[src/rtl/tone_cmd_queue_pkg.sv]
// Tone-word field layout shared by the tone command queue, the voice engine
// and the software header generator.
package tone_cmd_queue_pkg;

    localparam int unsigned TONE_W       = 32;
    localparam int unsigned GATE_BIT     = 31;
    localparam int unsigned VOICE_LSB    = 28;
    localparam int unsigned VOICE_FLD_W  = 3;
    localparam int unsigned VEL_LSB      = 24;
    localparam int unsigned VEL_W        = 4;
    localparam int unsigned INC_W        = 24;
    localparam int unsigned OVF_W        = 8;

endpackage

[src/rtl/tone_cmd_queue_if.sv]
// Command handshake between the tone queue (master) and the voice engine (slave).
interface tone_cmd_queue_if
    import tone_cmd_queue_pkg::*;
#(
    parameter int unsigned VOICE_W = 3
);

    logic               cmd_valid;
    logic               cmd_ready;
    logic               cmd_gate;
    logic [VOICE_W-1:0] cmd_voice;
    logic [VEL_W-1:0]   cmd_vel;
    logic [INC_W-1:0]   cmd_inc;

    modport master (
        output cmd_valid, cmd_gate, cmd_voice, cmd_vel, cmd_inc,
        input  cmd_ready
    );

    modport slave (
        input  cmd_valid, cmd_gate, cmd_voice, cmd_vel, cmd_inc,
        output cmd_ready
    );

endinterface

[src/rtl/tone_cmd_queue_fifo_mem.sv]
// tone_fifo_mem: synchronous DEPTH x WIDTH FIFO storage. Head data is read
// combinationally from the registered read pointer; the caller guarantees
// no write when full (unless popping) and no read when empty.
module tone_fifo_mem #(
    parameter int unsigned DEPTH = 16,
    parameter int unsigned WIDTH = 32
) (
    input  logic                     clk,
    input  logic                     rst_n,
    input  logic                     wr_en,
    input  logic [WIDTH-1:0]         wr_data,
    input  logic                     rd_en,
    output logic [WIDTH-1:0]         rd_data,
    output logic [$clog2(DEPTH):0]   count
);

    localparam int unsigned AW = $clog2(DEPTH);

    logic [WIDTH-1:0] mem [DEPTH];
    logic [AW-1:0]    wr_ptr;
    logic [AW-1:0]    rd_ptr;

    // Storage array: written at the tail, no reset needed.
    always_ff @(posedge clk) begin
        if (wr_en) begin
            mem[wr_ptr] <= wr_data;
        end
    end

    // Pointers wrap naturally modulo DEPTH; count tracks occupancy.
    always_ff @(posedge clk or negedge rst_n) begin
        if (!rst_n) begin
            wr_ptr <= '0;
            rd_ptr <= '0;
            count  <= '0;
        end else begin
            if (wr_en) wr_ptr <= wr_ptr + 1'b1;
            if (rd_en) rd_ptr <= rd_ptr + 1'b1;
            if (wr_en && !rd_en) begin
                count <= count + 1'b1;
            end else if (rd_en && !wr_en) begin
                count <= count - 1'b1;
            end
        end
    end

    assign rd_data = mem[rd_ptr];

endmodule

[src/rtl/tone_cmd_queue.sv]
// tone_cmd_queue: captures tone words strobed by the CPU PIO into a FIFO and
// presents them one at a time to the voice engine over valid/ready.
// Optional feature: define TONE_QUEUE_OVF_CNT_EN to count dropped words in
// ovf_count (saturating at 255); otherwise ovf_count is tied to zero.
module tone_cmd_queue
    import tone_cmd_queue_pkg::*;
#(
    parameter int unsigned DEPTH   = 16,
    parameter int unsigned VOICE_W = 3
) (
    input  logic               clk_clk,
    input  logic               reset_reset_n,
    input  logic [TONE_W-1:0]  tone_word,
    input  logic               ld_fifo,
    output logic               fifo_full,
    output logic               run,
    output logic [OVF_W-1:0]   ovf_count,
    tone_cmd_queue_if.master   cmd
);

    localparam int unsigned CW = $clog2(DEPTH) + 1;
    localparam logic [CW-1:0] FULL_CNT = CW'(DEPTH);

    logic              ld_q;
    logic              ld_rise;
    logic              push;
    logic              pop;
    logic [TONE_W-1:0] head;
    logic [CW-1:0]     count;
    logic [CW-1:0]     count_nxt;
    logic              valid_nxt;

    tone_fifo_mem #(
        .DEPTH (DEPTH),
        .WIDTH (TONE_W)
    ) u_fifo (
        .clk     (clk_clk),
        .rst_n   (reset_reset_n),
        .wr_en   (push),
        .wr_data (tone_word),
        .rd_en   (pop),
        .rd_data (head),
        .count   (count)
    );

    // ld_fifo history for rising-edge detection.
    always_ff @(posedge clk_clk or negedge reset_reset_n) begin
        if (!reset_reset_n) ld_q <= 1'b0;
        else                ld_q <= ld_fifo;
    end

    // Accept/drop decision and next occupancy for the registered status flags.
    always_comb begin
        ld_rise   = ld_fifo & ~ld_q;
        pop       = (count != '0) & (~cmd.cmd_valid | cmd.cmd_ready);
        push      = ld_rise & ((count < FULL_CNT) | pop);
        valid_nxt = pop | (cmd.cmd_valid & ~cmd.cmd_ready);
        count_nxt = count;
        if (push && !pop) begin
            count_nxt = count + 1'b1;
        end else if (pop && !push) begin
            count_nxt = count - 1'b1;
        end
    end

    // Output register: reload from the head when empty or when the current command is taken.
    always_ff @(posedge clk_clk or negedge reset_reset_n) begin
        if (!reset_reset_n) begin
            cmd.cmd_valid <= 1'b0;
            cmd.cmd_gate  <= 1'b0;
            cmd.cmd_voice <= '0;
            cmd.cmd_vel   <= '0;
            cmd.cmd_inc   <= '0;
        end else if (pop) begin
            cmd.cmd_valid <= 1'b1;
            cmd.cmd_gate  <= head[GATE_BIT];
            cmd.cmd_voice <= head[VOICE_LSB +: VOICE_W];
            cmd.cmd_vel   <= head[VEL_LSB +: VEL_W];
            cmd.cmd_inc   <= head[INC_W-1:0];
        end else if (cmd.cmd_ready) begin
            cmd.cmd_valid <= 1'b0;
        end
    end

    // Status flags registered from next-state values so they track the FIFO cycle-accurately.
    always_ff @(posedge clk_clk or negedge reset_reset_n) begin
        if (!reset_reset_n) begin
            fifo_full <= 1'b0;
            run       <= 1'b0;
        end else begin
            fifo_full <= (count_nxt == FULL_CNT);
            run       <= (count_nxt != '0) | valid_nxt;
        end
    end

`ifdef TONE_QUEUE_OVF_CNT_EN
    logic              drop;
    logic [OVF_W-1:0]  ovf_q;

    assign drop = ld_rise & ~push;

    // Saturating count of words dropped because the queue was full.
    always_ff @(posedge clk_clk or negedge reset_reset_n) begin
        if (!reset_reset_n) begin
            ovf_q <= '0;
        end else if (drop && (ovf_q != '1)) begin
            ovf_q <= ovf_q + 1'b1;
        end
    end

    assign ovf_count = ovf_q;
`else
    assign ovf_count = '0;
`endif

endmodule

[src/flat_wrapper.sv]
// flat-port wrapper written by rule: the top's interface ports become plain ports
module tone_cmd_queue_flat import tone_cmd_queue_pkg::*;
#(
    parameter int unsigned DEPTH   = 16,
    parameter int unsigned VOICE_W = 3
)
  (clk_clk, reset_reset_n, tone_word, ld_fifo, fifo_full, run, ovf_count, cmd_cmd_valid, cmd_cmd_gate, cmd_cmd_voice, cmd_cmd_vel, cmd_cmd_inc, cmd_cmd_ready);
  tone_cmd_queue_if #(.VOICE_W(VOICE_W)) cmd_i ();
  input  logic clk_clk;
  input  logic reset_reset_n;
  input  logic [TONE_W-1:0] tone_word;
  input  logic ld_fifo;
  output logic fifo_full;
  output logic run;
  output logic [OVF_W-1:0] ovf_count;
  output wire logic [$bits(cmd_i.cmd_valid)-1:0] cmd_cmd_valid;
  output wire logic [$bits(cmd_i.cmd_gate)-1:0] cmd_cmd_gate;
  output wire logic [$bits(cmd_i.cmd_voice)-1:0] cmd_cmd_voice;
  output wire logic [$bits(cmd_i.cmd_vel)-1:0] cmd_cmd_vel;
  output wire logic [$bits(cmd_i.cmd_inc)-1:0] cmd_cmd_inc;
  input wire logic [$bits(cmd_i.cmd_ready)-1:0] cmd_cmd_ready;
  assign cmd_cmd_valid = cmd_i.cmd_valid;
  assign cmd_cmd_gate = cmd_i.cmd_gate;
  assign cmd_cmd_voice = cmd_i.cmd_voice;
  assign cmd_cmd_vel = cmd_i.cmd_vel;
  assign cmd_cmd_inc = cmd_i.cmd_inc;
  assign cmd_i.cmd_ready = cmd_cmd_ready;
  tone_cmd_queue #(.DEPTH(DEPTH), .VOICE_W(VOICE_W)) u_core (.clk_clk(clk_clk), .reset_reset_n(reset_reset_n), .tone_word(tone_word), .ld_fifo(ld_fifo), .fifo_full(fifo_full), .run(run), .ovf_count(ovf_count), .cmd(cmd_i));
endmodule
[config.mk]
export PLATFORM = sky130hd
export DESIGN_NAME = tone_cmd_queue_flat
export DESIGN_NICKNAME = d
export VERILOG_FILES = /design/src/rtl/tone_cmd_queue_pkg.sv /design/src/rtl/tone_cmd_queue_if.sv /design/src/rtl/tone_cmd_queue_fifo_mem.sv /design/src/rtl/tone_cmd_queue.sv /design/src/flat_wrapper.sv
export SDC_FILE = /design/constraint.sdc
export NUM_CORES = 1
export LEC_CHECK = 0
export CAP_MARGIN = 40
export CORE_MARGIN = 10
export CORE_UTILIZATION = 47
export CTS_BUF_LIST = sky130_fd_sc_hd__clkbuf_4 sky130_fd_sc_hd__clkbuf_8 sky130_fd_sc_hd__clkbuf_16
export DETAILED_ROUTE_END_ITERATION = 8
export GPL_TIMING_DRIVEN = 1
export MAX_ROUTING_LAYER = met4
export SLEW_MARGIN = 20
export SYNTH_ARGS = -nofsm -noshare
export SYNTH_HDL_FRONTEND = slang
export SYNTH_SLANG_ARGS = --single-unit
[constraint.sdc]
create_clock -name clk_clk -period 9.2 [get_ports clk_clk]
set_clock_uncertainty 0.05 [all_clocks]
set_input_delay 1.38 -clock clk_clk [delete_from_list [all_inputs] [get_ports clk_clk]]
set_output_delay 1.38 -clock clk_clk [all_outputs]
set_load 0.005 [all_outputs]
-- Yosys cells after proc, flatten, opt, wreduce, memory -nomap -nowiden
Memories as Yosys holds them, arrays and structs flattened. A register that Yosys moved wholly into a read port is not among the register bits.
Cells that the tools add are included.
- flip-flop bits (word level): 17
- bits in writable memories: 512
- output and inout bits: 43
- word-level logic and storage cells: 39
- memories: 1
- add/subtract/negate cells: 4
- $lt $le $gt $ge: 1
- equal/unequal tests: 1
- multiplexer cells: 6
- bitwise operators: 11
- reductions and logical operators: 8
- memory list (memory ; words ; width ; read ports ; clocked after memory_dff ; write ports ; line ; source):
    u_core.u_fifo.mem ; 16 ; 32 ; 1 ; 1 ; 1 ; tone_cmd_queue_fifo_mem.sv:19 ; logic [WIDTH-1:0] mem [DEPTH];
- operator list (operator ; count):
    2-to-1 mux 5 bit ; 2
    nonzero test 5 bit ; 2
    adder 4 x 1 -> 4 bit (second input constant) ; 2
    adder 5 x 1 -> 5 bit (second input constant) ; 1
    == test 5 bit (second input constant) ; 1
    less-than comparator 5 bit (second input constant) ; 1
    subtractor 5 x 1 -> 5 bit (second input constant) ; 1
    AND 1 bit ; 4
    2-to-1 mux 1 bit ; 4
    bitwise OR 1 bit ; 4
    zero test 1 bit ; 3
    inverter 1 bit ; 3
    logical AND 1 bit ; 2
    nonzero test 2 bit ; 1

-- Depth between registers and ports, before layout
Gate-level depths: netlist of run 1.
- depth after elaboration: 11
- mapped depth: 9

-- By module
A second synthesis of run 1 with hierarchy kept.
- cells, all modules: 992
- area total of the unflattened synthesis: 21694.6 µm²
- modules (own cells, without submodules) (module ; times used ; cells an instance ; area each (µm²) ; seq. area each (µm²)):
    tone_fifo_mem ; 1 ; 876 ; 19941.6 ; 15700.1
    tone_cmd_queue ; 1 ; 116 ; 1752.9 ; 900.9

-- Worst setup path before layout of run 1
No wires, ideal clock.
- path type: input port to flip-flop
- start: input ld_fifo
- end: memory u_core.u_fifo.mem[0][0], enable pin
- arrival: 4.908 ns
- required time: 8.649 ns
- path slack: 3.741 ns
- stages: 4
- path buffers: 1
- cells stage by stage: nand2b_1 -> clkbuf_1 -> a21o_1 -> nor4_1
- longest elaborated chain between the ends: 4
- ends and longest elaborated chain (item ; line ; source):
    from (decl) ; flat_wrapper.sv:12 ; input logic ld_fifo;
    AND 1 bit ; tone_cmd_queue.sv:54 ; ld_rise = ld_fifo & ~ld_q;
    AND 1 bit ; tone_cmd_queue.sv:56 ; push = ld_rise & ((count < FULL_CNT) | pop);
    2-to-1 mux 1 bit ; tone_cmd_queue_fifo_mem.sv:25 ; if (wr_en) begin
    2-to-1 mux 1 bit (implied by the code) ; tone_cmd_queue_fifo_mem.sv:26 ; mem[wr_ptr] <= wr_data;
    to (decl) ; tone_cmd_queue_fifo_mem.sv:19 ;
No other way between the ends.

-- Final worst setup path of run 1
- start: input ld_fifo
- end: memory u_core.u_fifo.mem[15][5], enable pin
Same word-level chain as after synthesis.

==> results of run 1 <==
-- per-layer routing --
layer	global-route usage, %	vias to the layer above	part of all wire, %
met3	2.67	61	4.3
met2	26.2	207	50
met1	21.9	5173	44
li1	-	4314	-
met4	4.43	0	1.8
met5	-	-	0
-- stage by stage --
stage | power (W) | hold slack, ns | instance area [um^2] | setup slack [ns] | cells
2_1_floorplan | 0.00433 | 0.411 | 21500 | 3.74 | 997
3_3_place_gp | 0.00489 | 0.413 | 22900 | 5.03 | 1632
3_5_place_dp | 0.00493 | 0.421 | 23200 | 5.15 | 1643
4_1_cts | 0.00723 | 0.434 | 25100 | 5.79 | 1750
5_1_grt | 0.00747 | 0.452 | 25100 | 5.66 | 1751
6_report | 0.00712 | 0.430 | 25100 | 5.78 | 1751
-- flip-flops by register name, indices dropped and copies added (netlist names) --
name / flops
u_core.u_fifo.rd_ptr: 4
u_core.cmd.cmd_vel: 4
u_core.cmd.cmd_inc: 24
u_core.u_fifo.count: 5
u_core.cmd.cmd_gate: 1
u_core.u_fifo.wr_ptr: 4
u_core.fifo_full: 1
u_core.run: 1
u_core.cmd.cmd_valid: 1
u_core.cmd.cmd_voice: 3
u_core.u_fifo.mem: 512
u_core.ld_q: 1
-- report_power, final --
| part | switching, W | internal [W] |
|---|---|---|
| combinational | 0.000775 | 0.000902 |
| sequential | 0.000207 | 0.00295 |
| clock | 0.000927 | 0.00136 |
| total | 0.00191 | 0.00522 |
-- cells in the final DEF (no fill, tap or decap), types with 10 or more instances in the layout --
| cell | n |
|---|---|
| sky130_fd_sc_hd__edfxtp_1 | 512 |
| sky130_fd_sc_hd__buf_4 | 23 |
| sky130_fd_sc_hd__nor2_1 | 22 |
| sky130_fd_sc_hd__clkdlybuf4s50_1 | 69 |
| sky130_fd_sc_hd__buf_16 | 10 |
| sky130_fd_sc_hd__nand2_1 | 13 |
| sky130_fd_sc_hd__mux2i_1 | 64 |
| sky130_fd_sc_hd__clkbuf_4 | 23 |
| sky130_fd_sc_hd__mux4_2 | 128 |
| sky130_fd_sc_hd__o22ai_1 | 11 |
| sky130_fd_sc_hd__o21ai_0 | 27 |
| sky130_fd_sc_hd__dfrtp_1 | 46 |
| sky130_fd_sc_hd__a21oi_1 | 23 |
| sky130_fd_sc_hd__clkbuf_16 | 59 |
| sky130_fd_sc_hd__a21o_1 | 12 |
-- kinds of logic after synthesis --
group,Yosys count,share of synthesized area [%]
buf+inv,67,1.39
xor+xnor,8,0.327
compound gates,79,2.18
flops,561,77.4
other cells,1,0.0175
fa+ha+maj,8,0.467
simple gates,74,1.74
mux,192,16.4
-- critical path, cell delays in order --
cell	delay [ns]
sky130_fd_sc_hd__clkdlybuf4s50_1	0.47
sky130_fd_sc_hd__nand2b_1	0.21
sky130_fd_sc_hd__a21oi_1	0.18
sky130_fd_sc_hd__buf_4	0.20
sky130_fd_sc_hd__nand3_1	0.34
sky130_fd_sc_hd__nor2_4	0.62
sky130_fd_sc_hd__buf_16	0.24
-- area by class of cell --
cell class | count | area share (%)
multi-input cells | 369 | 18.5
clock buffers | 86 | 6.78
clock inverters | 21 | 0.752
repair buffers | 106 | 4.79
flip-flops and latches | 561 | 66.1
well taps | 600 | 2.99
inverters | 8 | 0.119
-- final timing paths --
check	start	slack (ns)	end
hold / removal	u_core.cmd.cmd_inc[7]	0.43	u_core.cmd.cmd_inc[7]
setup reg to reg	u_core.u_fifo.rd_ptr[0]	6.22	u_core.cmd.cmd_inc[16]
max in group asynchronous	reset_reset_n	7.85	u_core.cmd.cmd_inc[12]
setup / recovery	ld_fifo	5.78	u_core.u_fifo.mem[15][5]
min in group asynchronous	reset_reset_n	0.73	u_core.u_fifo.count[1]
hold reg to reg	u_core.cmd.cmd_inc[7]	0.43	u_core.cmd.cmd_inc[7]
==> impl.org, run 1 <==
** CTS
- Counting along the longest clock path gives a buffer depth of 3.
- The clock tree synthesis step divided the H-tree into 2 levels.
- Clk Latency, worst-skew pair :: 0.60 ns
- The number of clock buffers added by TritonCTS is 57.
- The clock net in this run drives a total of 561 sinks.
- In this run, post-CTS hold repair placed 0 buffers.
- Library cell used as clock root buffer :: sky130_fd_sc_hd__clkbuf_16
- Clock transition at the register clock pins on the worst setup and hold paths after CTS :: 0.06 ns
- Post CTS Setup Buffer Count :: 0
- Count of cells resized by post-cts repair :: 0
- CTS tree :: yes

** Critical path
- For the worst flop-to-flop path, the logic depth is 5.
- At the worst endpoint, the arrival time is 3.67 ns.
- The critical path is of the in2reg type.
- Largest fanout of any net on the critical path :: 17
- Element type at the critical path start :: input pin
- Type of element capturing the critical path :: flop
- Data required time at the worst endpoint :: 9.45 ns

** Detailed routing
- Using the TritonRoute via totals, the vias-per-cell ratio works out to 5.57.
- The detail route stage leaves a number of antenna-violating nets equal to 0.
- Residual DRC :: 0
- For this block, the routed nets add up to 42700 um of wire.
- Count of vias placed by the detailed router :: 9755
- Detail-routed net length per standard cell :: 24.4 um
- After the first detailed-routing iteration, the DRC count stood at 748.
- Before antenna repair, the detailed router went through 7 iterations.

** Global route
- Global routing used 16.5% of the available tracks across all layers.
- Entering global routing, the biggest net connects 103 pins.
- Initial antenna violation count :: 0
- The first global-routing pass estimated 65500 um of wire.
- Number of global-route vias before repair :: 10480
- The total overflow left after global routing is 0.

** Die
- The floorplan has 78 rows.
- Measured along the x axis, the die boundary spans 234 um.
- DIE AREA :: 54600 um^2
- I/O pin total :: 79
- Measured along the y axis, the die boundary spans 234 um.
- After floorplanning, the core was sized to cover 45300 um^2.
- The initial utilization of the core area, before any placement, comes to 47.3%.

** Synth
- Cell area after technology mapping :: 21400 um^2
- Synthesis inferred 561 register bits.
- Of all cell types, the one taking the most synthesized area is sky130_fd_sc_hd__edfxtp_1.
- Dominant register cell in the synthesized netlist :: sky130_fd_sc_hd__edfxtp_1
- The Yosys step of the flow raised 0 warnings.
- In this run the mean area of a mapped cell was 21.7 um^2.
- Synthesis produced 990 cells.
- Post-synth EDFFs :: 512
- Most instantiated library cell after synthesis :: sky130_fd_sc_hd__edfxtp_1
- Sequential elements use 77.4% of the synthesized area.
- Yosys mapped the design onto 38 distinct sky130hd cell types.
- The synthesized design devotes to its leading area cell type 71.7% of total area.
- Async SR Flop Fraction :: 8.73%
- Most area-consuming cells after synthesis :: sky130_fd_sc_hd__edfxtp_1, sky130_fd_sc_hd__mux4_2, sky130_fd_sc_hd__dfrtp_1, sky130_fd_sc_hd__mux2i_1, sky130_fd_sc_hd__o21ai_0
- Most instantiated cells after synthesis :: sky130_fd_sc_hd__edfxtp_1, sky130_fd_sc_hd__mux4_2, sky130_fd_sc_hd__mux2i_1

** Timing
- In this run the tightest slew margin relative to its limit is 40.8%.
- Actual transition at the worst max-transition pin :: 0.888 ns
- Timing would allow up to 292 MHz.
- Final setup violating endpoints :: 0
- Final Hold Fails :: 0
- Setup repair after global routing missed its margin :: no
- Final sum of negative setup slack :: 0 ns
- After layout, the worst path uses 37.2% of the clock period.
- The smallest clock period supported by the final layout is computed as 3.42 ns.
- Max-slew violations :: 0

** Power and ir drop
- VDD sags by at most 0.188 mV.
- For this design the ratio of total power to cell area is 283 nW/um^2.
- Leakage Power :: 8.28 nW

** Layout
- The area growth from synthesis to layout is 17.3%.
- Number of antenna cells inserted :: 0
- Fraction of layout cells with a size suffix above 1 :: 25.1%
- In the final layout, the multi-input gates occupy 4650 um^2.
- In the final layout, flip-flops and latches occupy 16600 um^2.
- At the end of the flow the core is filled with cells to 55.5%.
- The final layout contains 1147 nets.
- The filler cells instantiated in the layout total 3435.

** Run status
- Result of the run :: finished clean

** Worst hold path
- Class of the worst hold path :: reg2reg
- Along the worst hold path, the cell count comes to 1.

** Job
- Max cap viols :: 0

** Placed design
- During placement, the flow inserted port buffers numbering 70.
- GP Congestion :: 0.733
- Post-detail-place hpwl :: 25900 um
Note: power is estimated with default switching activity, not from simulation.
==> run 2: changes to the inputs <==
- clock period: 9.2 -> 3.4 ns (I/O delays scaled with it)
==> impl.org, run 2 (synthesis gave the netlist of run 1 again) <==
** Die
- In this run the vertical extent of the chip is 234 um.
- I/O pin total :: 79
- DIE AREA :: 54600 um^2
- The core region is 45300 um^2.
- Number of rows created at floorplan :: 78
- Starting density of the core :: 47.3%
- Die outline width :: 234 um

** Timing
- Maximum clock frequency :: 392 MHz
- The clock period could shrink to 2.55 ns.
- Final sum of negative setup slack :: 0 ns
- Setup repair after global routing missed its margin :: no
- The max-slew violation count is 0.
- Setup violations remaining at the end of the flow were counted as 0.
- Final Hold Fails :: 0
- Of the available clock period, the critical path in the final layout requires 75.0%.
- Actual transition at the worst max-transition pin :: 0.767 ns
- Measured against its own limit, the worst slew margin works out to 48.7%.

** Global route
- Number of global-route vias before repair :: 10649
- Met3 routing resource usage after global routing :: 4.51%
- Initial antenna violation count :: 1
- The first global-routing pass estimated 70600 um of wire.
- Entering global routing, the biggest net connects 37 pins.
- The layer flagged by global routing as most heavily used is met2.
- Global routing used 26.4% of the available met2 tracks.
- Global routing consumed, over all layers together, 18.1% of the routing resources.
- Congestion Overflow GR :: 0
- Met1 capacity usage during global routing :: 25.3%

** Layout
- Number of antenna cells inserted :: 0
- Fraction of layout cells with a size suffix above 1 :: 26.2%
- Area growth from synthesis to final layout :: 17.7%
- Reg with most FFs :: u_core.u_fifo.mem
- The count of cells in the finished layout, fillers not included, comes to 1766.
- Leaving out fill and tap cells, the most frequent cell in the layout is sky130_fd_sc_hd__edfxtp_1.
- After routing the design area is 25200 um^2.
- Most frequent cells in the layout :: sky130_fd_sc_hd__edfxtp_1, sky130_fd_sc_hd__mux4_2, sky130_fd_sc_hd__clkdlybuf4s50_1
- Final nets :: 1165
- The largest registers in the layout are u_core.u_fifo.mem: 512 flops, u_core.cmd.cmd_inc: 24 flops, u_core.u_fifo.count: 5 flops.
- Number of flip-flops under the largest register name :: 512

** CTS
- The clock reaches the later pin of the worst-skew pair after 0.60 ns.
- Maximum clock insertion buffer count :: 3
- Number of buffers inserted during clock tree synthesis :: 56
- Library cell used as clock root buffer :: sky130_fd_sc_hd__clkbuf_16
- TritonCTS built the clock tree.
- In this run the number of H-tree levels came out at 2.
- CTS sink cnt :: 561
- Clock transition at the register clock pins on the worst setup and hold paths after CTS :: 0.06 ns
- After clock tree synthesis, the setup repair step added 0 buffers.

** Critical path
- The worst setup path is launched from a flop.
- Along the worst path, the maximum fanout reaches 8.
- Critical path cell sequence :: inv_1 > ha_1 > nor4b_1 > nor2_1 > o31a_1 > a2bb2oi_1 > or4_1
- The largest single stage delay on the critical path is 0.48 ns.
- On the critical path, the stage with the largest delay is an instance of sky130_fd_sc_hd__or4_1.
- Grouping stages by cell kind, the critical path spends the most delay in simple AND/OR/NAND/NOR gates.
- Worst path arrival time :: 2.96 ns
- Buffers & Inverters on Critical Path :: 1
- At the worst endpoint, the required time is 3.81 ns.
- STA classifies the critical path endpoint as a flop.
- Setup CP Type :: reg2reg

** Placed design
- Once detailed placement completed, the half-perimeter wirelength came to 29000 um.
- GP Congestion :: 0.778
- In this run, placement finished with an instance count of 1662.
- Port bufs :: 70
- Summing all placed instances gives a cell area of 23300 um^2.

** Detailed routing
- For this block, the routed nets add up to 46800 um of wire.
- After detailed routing, the average wire length per cell comes to 26.5 um.
- Detailed router's first-iteration violation count :: 909
- Residual DRC :: 0
- Via density :: 5.69
- The count of nets left with antenna violations once routing finished came out at 0.
- Drt first pass iters :: 5
- Count of vias placed by the detailed router :: 10045

** Worst hold path
- The min-delay analysis places its worst path in the category in2reg.

** Job
- Across the run, the number of max-cap violations was 0.

** Run status
- Result of the run :: finished clean

** Power and ir drop
- The analysis attributes to cell leakage a power of 8.37 nW.
- IR analysis of the VDD net gives a maximum drop of 0.461 mV.
- For this design the ratio of total power to cell area is 781 nW/um^2.
[run 2: per-layer routing]
layer | vias to the layer above | share of wire [%] | wire length, um
li1 | 4341 | - | -
met1 | 5373 | 46 | 21300
met2 | 272 | 46 | 21500
met3 | 59 | 6.7 | 3150
met4 | 0 | 1.7 | 816
met5 | - | 0 | 0
[run 2: worst paths after layout]
| check | startpoint | to | slack [ns] | cells after the start |
|---|---|---|---|---|
| max in group asynchronous | reset_reset_n | u_core.u_fifo.rd_ptr[0] | 2.15 | 3 |
| worst max-delay path | u_core.u_fifo.count[0] | u_core.run | 0.85 | 7 |
| worst max register to register | u_core.u_fifo.count[0] | u_core.run | 0.85 | 7 |
| worst min-delay path | ld_fifo | u_core.ld_q | 0.35 | 1 |
| worst min register to register | u_core.cmd.cmd_inc[23] | u_core.cmd.cmd_inc[23] | 0.42 | 1 |
| min in group asynchronous | reset_reset_n | u_core.cmd.cmd_valid | 0.38 | 2 |
[run 2: timing repair]
item | CTS | global route
gates resized for setup | 0 | 0
hold buffers | 1 | 0
endpoints found under the hold margin | 19 | 0
[run 2: cell type report]
class                           instances  area [um^2]
Fill cell                            3441        20000
Sequential cell                       561        16600
Multi-Input combinational cell        369         4660
Clock buffer                           83         1670
Timing Repair Buffer                  125         1290
Tap cell                              600          751
Clock inverter                         20          221
Inverter                                8         30.0
[run 2: metrics by stage]
step           hold WS, ns  setup slack (ns)  power (W)  utilization (%)
3_5_place_dp         0.416             0.477     0.0137             51.5
4_1_cts              0.315             0.849     0.0199             55.7
6_report             0.346             0.850     0.0197             55.7
3_3_place_gp         0.410             0.515     0.0137             51.5
5_1_grt              0.336             0.587     0.0206             55.7
2_1_floorplan        0.164             -1.19     0.0117                -
[run 2: power by group]
part	leakage (nW)	switching (W)	total, W	internal (W)
combinational	2.23	0.00248	0.00505	0.00257
clock	0.956	0.00245	0.00621	0.00375
sequential	5.19	0.000471	0.00846	0.00799
total	8.37	0.00540	0.0197	0.0143
